<file path="src/rtl/bcd_alu_seq.sv">
// Multi-cycle 4-digit BCD calculator ALU: add/sub/mul/div on one shared digit adder/subtractor,
// one digit per clock, LSD first, carry/borrow held between digits.
module bcd_alu_seq (
  input  logic        clk,
  input  logic        clear_n,
  input  logic        start,
  input  logic [3:0]  opcode,
  input  logic [15:0] bcd_a,
  input  logic [15:0] bcd_b,
  output logic        busy,
  output logic        done,
  output logic [15:0] result,
  output logic [15:0] remainder,
  output logic        neg,
  output logic        ovf,
  output logic        err
);

  localparam logic [3:0] OP_ADD = 4'd10;
  localparam logic [3:0] OP_SUB = 4'd11;
  localparam logic [3:0] OP_MUL = 4'd12;
  localparam logic [3:0] OP_DIV = 4'd13;

  typedef enum logic [3:0] {
    S_IDLE,
    S_CHECK,
    S_PASS,
    S_SUB_BA,
    S_MUL_SHIFT,
    S_MUL_PASS,
    S_DIV_SHIFT,
    S_DIV_TRIAL,
    S_DONE
  } state_t;

  state_t      state_q, state_d;

  logic [3:0]  op_q;
  logic [15:0] a_q, b_q;
  logic [15:0] acc_q;
  logic [19:0] rem_q;
  logic [15:0] tmp_q;
  logic [2:0]  cnt_q;
  logic [1:0]  dig_q;
  logic [3:0]  reps_q;
  logic        carry_q;
  logic        ovf_q, neg_q, err_q;

  logic [15:0] res_h, rem_h;
  logic        neg_h, ovf_h, err_h;

  function automatic logic [3:0] dig(input logic [15:0] v, input logic [1:0] k);
    return v[{k, 2'b00} +: 4];
  endfunction

  function automatic logic bad_bcd(input logic [15:0] v);
    return (v[3:0] > 4'd9) || (v[7:4] > 4'd9) || (v[11:8] > 4'd9) || (v[15:12] > 4'd9);
  endfunction

  logic [1:0] k;
  logic       last_pass, last_trial, chk_err;
  logic [3:0] b_dig;

  assign k          = cnt_q[1:0];
  assign last_pass  = (cnt_q == 3'd3);
  assign last_trial = (cnt_q == 3'd4);
  assign b_dig      = dig(b_q, dig_q);
  assign chk_err    = (op_q < OP_ADD) || (op_q > OP_DIV) || bad_bcd(a_q) || bad_bcd(b_q) ||
                      ((op_q == OP_DIV) && (b_q == '0));

  // Shared one-digit BCD adder/subtractor
  logic [3:0] du_x, du_y, du_d;
  logic       du_sub, du_cin, du_cout;
  logic [4:0] du_raw;

  always_comb begin
    du_x   = '0;
    du_y   = '0;
    du_sub = 1'b0;
    case (state_q)
      S_PASS: begin
        du_x   = dig(a_q, k);
        du_y   = dig(b_q, k);
        du_sub = (op_q == OP_SUB);
      end
      S_SUB_BA: begin
        du_x   = dig(b_q, k);
        du_y   = dig(a_q, k);
        du_sub = 1'b1;
      end
      S_MUL_PASS: begin
        du_x = dig(acc_q, k);
        du_y = dig(a_q, k);
      end
      S_DIV_TRIAL: begin
        du_x   = rem_q[{cnt_q, 2'b00} +: 4];
        du_y   = last_trial ? 4'd0 : dig(b_q, k);
        du_sub = 1'b1;
      end
      default: ;
    endcase
  end

  assign du_cin = (cnt_q != 3'd0) && carry_q;

  always_comb begin
    if (du_sub) begin
      du_raw  = {1'b0, du_x} - {1'b0, du_y} - {4'd0, du_cin};
      du_cout = du_raw[4];
      du_d    = du_raw[4] ? du_raw[3:0] + 4'd10 : du_raw[3:0];
    end else begin
      du_raw  = {1'b0, du_x} + {1'b0, du_y} + {4'd0, du_cin};
      du_cout = (du_raw > 5'd9);
      du_d    = du_cout ? du_raw[3:0] + 4'd6 : du_raw[3:0];
    end
  end

  always_ff @(posedge clk or negedge clear_n) begin
    if (!clear_n) state_q <= S_IDLE;
    else          state_q <= state_d;
  end

  always_comb begin
    state_d = state_q;
    case (state_q)
      S_IDLE:  if (start) state_d = S_CHECK;
      S_CHECK: begin
        if (chk_err) begin
          state_d = S_DONE;
        end else begin
          case (op_q)
            OP_MUL:  state_d = S_MUL_SHIFT;
            OP_DIV:  state_d = S_DIV_SHIFT;
            default: state_d = S_PASS;
          endcase
        end
      end
      S_PASS: begin
        if (last_pass) state_d = ((op_q == OP_SUB) && du_cout) ? S_SUB_BA : S_DONE;
      end
      S_SUB_BA: if (last_pass) state_d = S_DONE;
      S_MUL_SHIFT: begin
        if (b_dig != 4'd0)       state_d = S_MUL_PASS;
        else if (dig_q == 2'd0)  state_d = S_DONE;
      end
      S_MUL_PASS: begin
        if (last_pass && (reps_q == 4'd1)) state_d = (dig_q == 2'd0) ? S_DONE : S_MUL_SHIFT;
      end
      S_DIV_SHIFT: state_d = S_DIV_TRIAL;
      S_DIV_TRIAL: begin
        if (last_trial && du_cout) state_d = (dig_q == 2'd0) ? S_DONE : S_DIV_SHIFT;
      end
      S_DONE:  state_d = S_IDLE;
      default: state_d = S_IDLE;
    endcase
  end

  always_ff @(posedge clk or negedge clear_n) begin
    if (!clear_n) begin
      op_q    <= '0;
      a_q     <= '0;
      b_q     <= '0;
      acc_q   <= '0;
      rem_q   <= '0;
      tmp_q   <= '0;
      cnt_q   <= '0;
      dig_q   <= '0;
      reps_q  <= '0;
      carry_q <= 1'b0;
      ovf_q   <= 1'b0;
      neg_q   <= 1'b0;
      err_q   <= 1'b0;
      res_h   <= '0;
      rem_h   <= '0;
      neg_h   <= 1'b0;
      ovf_h   <= 1'b0;
      err_h   <= 1'b0;
    end else begin
      case (state_q)
        S_IDLE: begin
          if (start) begin
            op_q    <= opcode;
            a_q     <= bcd_a;
            b_q     <= bcd_b;
            acc_q   <= '0;
            rem_q   <= '0;
            tmp_q   <= '0;
            cnt_q   <= '0;
            dig_q   <= 2'd3;
            reps_q  <= '0;
            carry_q <= 1'b0;
            ovf_q   <= 1'b0;
            neg_q   <= 1'b0;
            err_q   <= 1'b0;
          end
        end
        S_CHECK: err_q <= chk_err;
        S_PASS, S_SUB_BA: begin
          acc_q[{k, 2'b00} +: 4] <= du_d;
          carry_q <= du_cout;
          cnt_q   <= last_pass ? 3'd0 : cnt_q + 3'd1;
          if (last_pass && du_cout && (state_q == S_PASS)) begin
            if (op_q == OP_ADD) ovf_q <= 1'b1;
            if (op_q == OP_SUB) neg_q <= 1'b1;
          end
        end
        S_MUL_SHIFT: begin
          if (acc_q[15:12] != 4'd0) ovf_q <= 1'b1;
          acc_q  <= {acc_q[11:0], 4'd0};
          reps_q <= b_dig;
          cnt_q  <= '0;
          if (b_dig == 4'd0) dig_q <= dig_q - 2'd1;
        end
        S_MUL_PASS: begin
          acc_q[{k, 2'b00} +: 4] <= du_d;
          carry_q <= du_cout;
          cnt_q   <= last_pass ? 3'd0 : cnt_q + 3'd1;
          if (last_pass) begin
            if (du_cout) ovf_q <= 1'b1;
            reps_q <= reps_q - 4'd1;
            if (reps_q == 4'd1) dig_q <= dig_q - 2'd1;
          end
        end
        S_DIV_SHIFT: begin
          rem_q <= {rem_q[15:0], dig(a_q, dig_q)};
          acc_q <= {acc_q[11:0], 4'd0};
          cnt_q <= '0;
        end
        S_DIV_TRIAL: begin
          if (!last_trial) begin
            tmp_q[{k, 2'b00} +: 4] <= du_d;
            carry_q <= du_cout;
            cnt_q   <= cnt_q + 3'd1;
          end else begin
            cnt_q <= '0;
            // Quotient digits accumulate in acc_q's low digit; a borrow discards the trial
            if (du_cout) begin
              dig_q <= dig_q - 2'd1;
            end else begin
              rem_q       <= {du_d, tmp_q};
              acc_q[3:0]  <= acc_q[3:0] + 4'd1;
            end
          end
        end
        S_DONE: begin
          res_h <= acc_q;
          rem_h <= (op_q == OP_DIV) ? rem_q[15:0] : '0;
          neg_h <= neg_q;
          ovf_h <= ovf_q;
          err_h <= err_q;
        end
        default: ;
      endcase
    end
  end

  // During DONE the working registers already hold the final values; the hold copies take over after
  assign busy      = (state_q != S_IDLE);
  assign done      = (state_q == S_DONE);
  assign result    = done ? acc_q : res_h;
  assign remainder = done ? ((op_q == OP_DIV) ? rem_q[15:0] : '0) : rem_h;
  assign neg       = done ? neg_q : neg_h;
  assign ovf       = done ? ovf_q : ovf_h;
  assign err       = done ? err_q : err_h;

endmodule

</file>
<file path="config.mk">
export PLATFORM = sky130hd
export DESIGN_NAME = bcd_alu_seq
export DESIGN_NICKNAME = d
export VERILOG_FILES = /design/src/rtl/bcd_alu_seq.sv
export SDC_FILE = /design/constraint.sdc
export NUM_CORES = 1
export LEC_CHECK = 0
export CELL_PAD_IN_SITES_DETAIL_PLACEMENT = 1
export CELL_PAD_IN_SITES_GLOBAL_PLACEMENT = 2
export CORE_ASPECT_RATIO = 1.25
export CORE_MARGIN = 5
export CORE_UTILIZATION = 41
export CTS_CLUSTER_DIAMETER = 120
export DETAILED_ROUTE_END_ITERATION = 12
export PLACE_DENSITY = 0.95
export SLEW_MARGIN = 20
export SYNTH_ARGS = -nofsm -noshare
export SYNTH_HDL_FRONTEND = slang
export SYNTH_SLANG_ARGS = --single-unit
export TNS_END_PERCENT = 20
</file>
<file path="constraint.sdc">
create_clock -name clk -period 13.3 [get_ports clk]
set_input_delay 1.33 -clock clk [delete_from_list [all_inputs] [get_ports clk]]
set_output_delay 1.33 -clock clk [all_outputs]
set_load 0.005 [all_outputs]
</file>
==> metrics.yaml <==
switchingPower_w: 0.000564
grt_pass1_wl_um: 39500
rr_startpoint: "state_q[0]"
die_w_um: 134
worstPathRequired_ps: 13610
postCtsSetupRepairBufs: 0
ir_worst_vdd_uv: 134
hpwl_um: 17900
yosysTopAreaCell: "dfrtp_1"
clk_latency_ps: 440
crit_type: "flop to flop"
report.final.hold_viol_count: 0
wirelength_um: 24600
htree_levels: 4
yosys-top-cells-area: "dfrtp_1, mux4_2, nand2_1"
clock_sinks: 140
cts_max_path_buffers: 2
cts_resized: 0
skew_ps: 19.2
dieArea_um2: 22100
cts_buffers: 17
fin_util_pct: 49.8
cts_hold_buffers: 0
pin_count: 76
power_frac_comb_pct: 30.8
syn-num-nets: 822
drv_cap: 0
p_total_w: 0.00157
yosys_register_bits: 140
slew_violations: 0
power_density_nw_per_um2: 167
synthesis.instances: 758
rows: 56
placed_area_um2: 8800
yosysWarnings: 0
swShare_pct: 36.0
vias_per_cell: 6.23
path_max_fanout: 25
cts_tree: "done"
vias: 6624
startpoint_type: "flop"
route.detailed.drc: 0
worstMarginPinSlew_ps: 1120
cp-end-kind: "flop"
outcome: "finished, final reports clean"
synth_edf_count: 0
grt_pass1_vias: 7219
initial_utilization_pct: 41.8
drtIter0Drc: 451
postSynthAreaPerCell_um2: 10.4
p_int_w: 0.00100
relSlewSlack_pct: 24.8
arrival_ps: 6230
grt_start_max_net_pins: 72
grt.total_usage_pct: 22.8
diodes: 0
nets: 883
clk_pin_slew_worst_paths_ps: 60
gp_congestion: 0.937
drt-wirelength-per-cell_um: 23.1
fin_crit_ps: 5920
synth-main-ff-cell: "dfrtp_1"
drive_gt1_share_pct: 14.3
portBuffers: 75
seqPwrFrac_pct: 39.0
final_area_um2: 9380
ys_types: 82
die_h_um: 165
crit_start: "state_q[0]"
rsz0062_at_grt: "false"
syn_to_final_growth_pct: 19.0
async_flop_share_pct: 100
ant_nets: 0
fp.coreArea_um2: 18800
setup_violations: 0
grt.overflow.total: 0
ys_seq_area_share_pct: 44.4
setup_tns_ps: 0
power_leakage_nw: 4.01
synth.top_cell.area_share_pct: 44.4
dr.pass1.iters: 5
min_from: "res_h[1]"
clkPwrFrac_pct: 30.2
synth_area_um2: 7890
fin_crit_sh_pct: 44.5
hold_class: "flop to flop"
cts_root_buffer: "clkbuf_16"
max_freq_mhz: 169
antenna_found_initial: 0
-- registers in the layout (all words and copies together) (netlist names), 4 cells and up --
| register | count |
|---|---|
| rem_q | 20 |
| a_q | 16 |
| acc_q | 16 |
| b_q | 16 |
| rem_h | 16 |
| res_h | 16 |
| tmp_q | 16 |
| op_q | 4 |
| reps_q | 4 |
| state_q | 4 |
-- cells in the final DEF (no fill, tap or decap), types with 5 or more instances in the layout --
| master | count |
|---|---|
| dfrtp_1 | 140 |
| nand2_1 | 125 |
| clkdlybuf4s50_1 | 74 |
| o21ai_0 | 59 |
| mux2_2 | 38 |
| a22oi_1 | 35 |
| nor2_1 | 28 |
| inv_1 | 27 |
| a22o_1 | 22 |
| mux4_2 | 21 |
| a21oi_1 | 21 |
| ha_1 | 21 |
| clkbuf_16 | 17 |
| o21ai_1 | 10 |
| mux2i_1 | 9 |
| nor3_1 | 9 |
| a21o_1 | 9 |
| nand3_1 | 9 |
| a32o_1 | 8 |
| buf_4 | 8 |
| and2_1 | 7 |
| nand2b_1 | 7 |
| nor4_1 | 7 |
| xor2_1 | 5 |
| or3_1 | 5 |
| a211oi_1 | 5 |
-- synth_stat cells, types with 5 or more instances --
| master | count |
|---|---|
| ha_1 | 21 |
| a211oi_1 | 5 |
| nand2b_1 | 7 |
| and2_1 | 7 |
| a22o_1 | 22 |
| nand2_1 | 125 |
| o21ai_0 | 59 |
| xor2_1 | 5 |
| a21oi_1 | 21 |
| mux4_2 | 21 |
| a32o_1 | 8 |
| a21o_1 | 9 |
| nor2_1 | 28 |
| buf_2 | 8 |
| a22oi_1 | 35 |
| o21ai_1 | 11 |
| nor3_1 | 9 |
| inv_1 | 27 |
| or3_1 | 5 |
| nand3_1 | 9 |
| dfrtp_1 | 140 |
| mux2i_1 | 9 |
| nor4_1 | 7 |
| clkbuf_1 | 25 |
| mux2_2 | 38 |
-- worst max-delay path, stage by stage, from the launching register on --
cell	delay, ps
dfrtp_1	950
nand4b_1	760
a21oi_1	830
a22oi_1	200
o21a_1	190
inv_1	80
fa_1	240
inv_1	80
fa_1	400
xor2_1	330
ha_1	270
a21boi_0	310
o41ai_2	160
mux2_4	340
a21o_1	190
nand3_1	130
mux2_2	350
-- layout make-up --
class	instances	area [um2]
well taps	232	290
clock buffers	19	443
clock inverters	12	138
multi-input cells	549	4090
flip-flops and latches	140	3500
fillers	2052	9470
inverters	28	105
repair buffers	83	812
-- metal layers --
metal | share of wire [%] | GRT usage, % | wire length [um] | up-vias
li1 | - | - | - | 2922
met1 | 40 | 26.9 | 9830 | 3401
met2 | 51 | 40.6 | 12600 | 239
met5 | 0 | 0 | 0 | -
met4 | 3.7 | 10.2 | 910 | 0
met3 | 4.8 | 4.18 | 1190 | 62
-- final timing paths --
kind | end | slack (ps) | cells past startpoint
max in group asynchronous | b_q[10] | 11010 | 2
min in group asynchronous | rem_h[12] | 910 | 1
hold reg to reg | res_h[1] | 470 | 2
hold / removal | res_h[1] | 470 | 2
setup reg to reg | dig_q[0] | 7380 | 16
setup / recovery | dig_q[0] | 7380 | 16
-- power by group through the flow --
stage                     sequential, W  combinational, W  clock [W]
after detailed placement       0.000616          0.000476          0
after global placement         0.000604          0.000452          0
after floorplan                0.000557          0.000366          0
final                          0.000610          0.000483   0.000474
after global routing           0.000622          0.000518   0.000501
after CTS                      0.000608          0.000482   0.000481
-- per-stage QoR --
step                      hold slack, ps  setup WS, ps  std cells
after detailed placement             462          7540       1032
final                                472          7380       1063
after global routing                 489          7010       1063
after CTS                            477          7500       1063
after floorplan                      442          8660        758
after global placement               455          7820       1032
-- cells by family (layout without fill, tap and decap cells) --
kind of cell	after synthesis	count (layout)	synth area share, %
adder cells (fa/ha/maj)	25	25	4.35
multiplexers	71	71	13.4
flip-flops	140	140	44.4
AO/OA/AOI/OAI	213	213	18.9
XOR/XNOR	9	9	1.09
AND/OR/NAND/NOR	231	231	14.0
buffers and inverters	69	142	3.76
(Power assumes the default switching activity.)
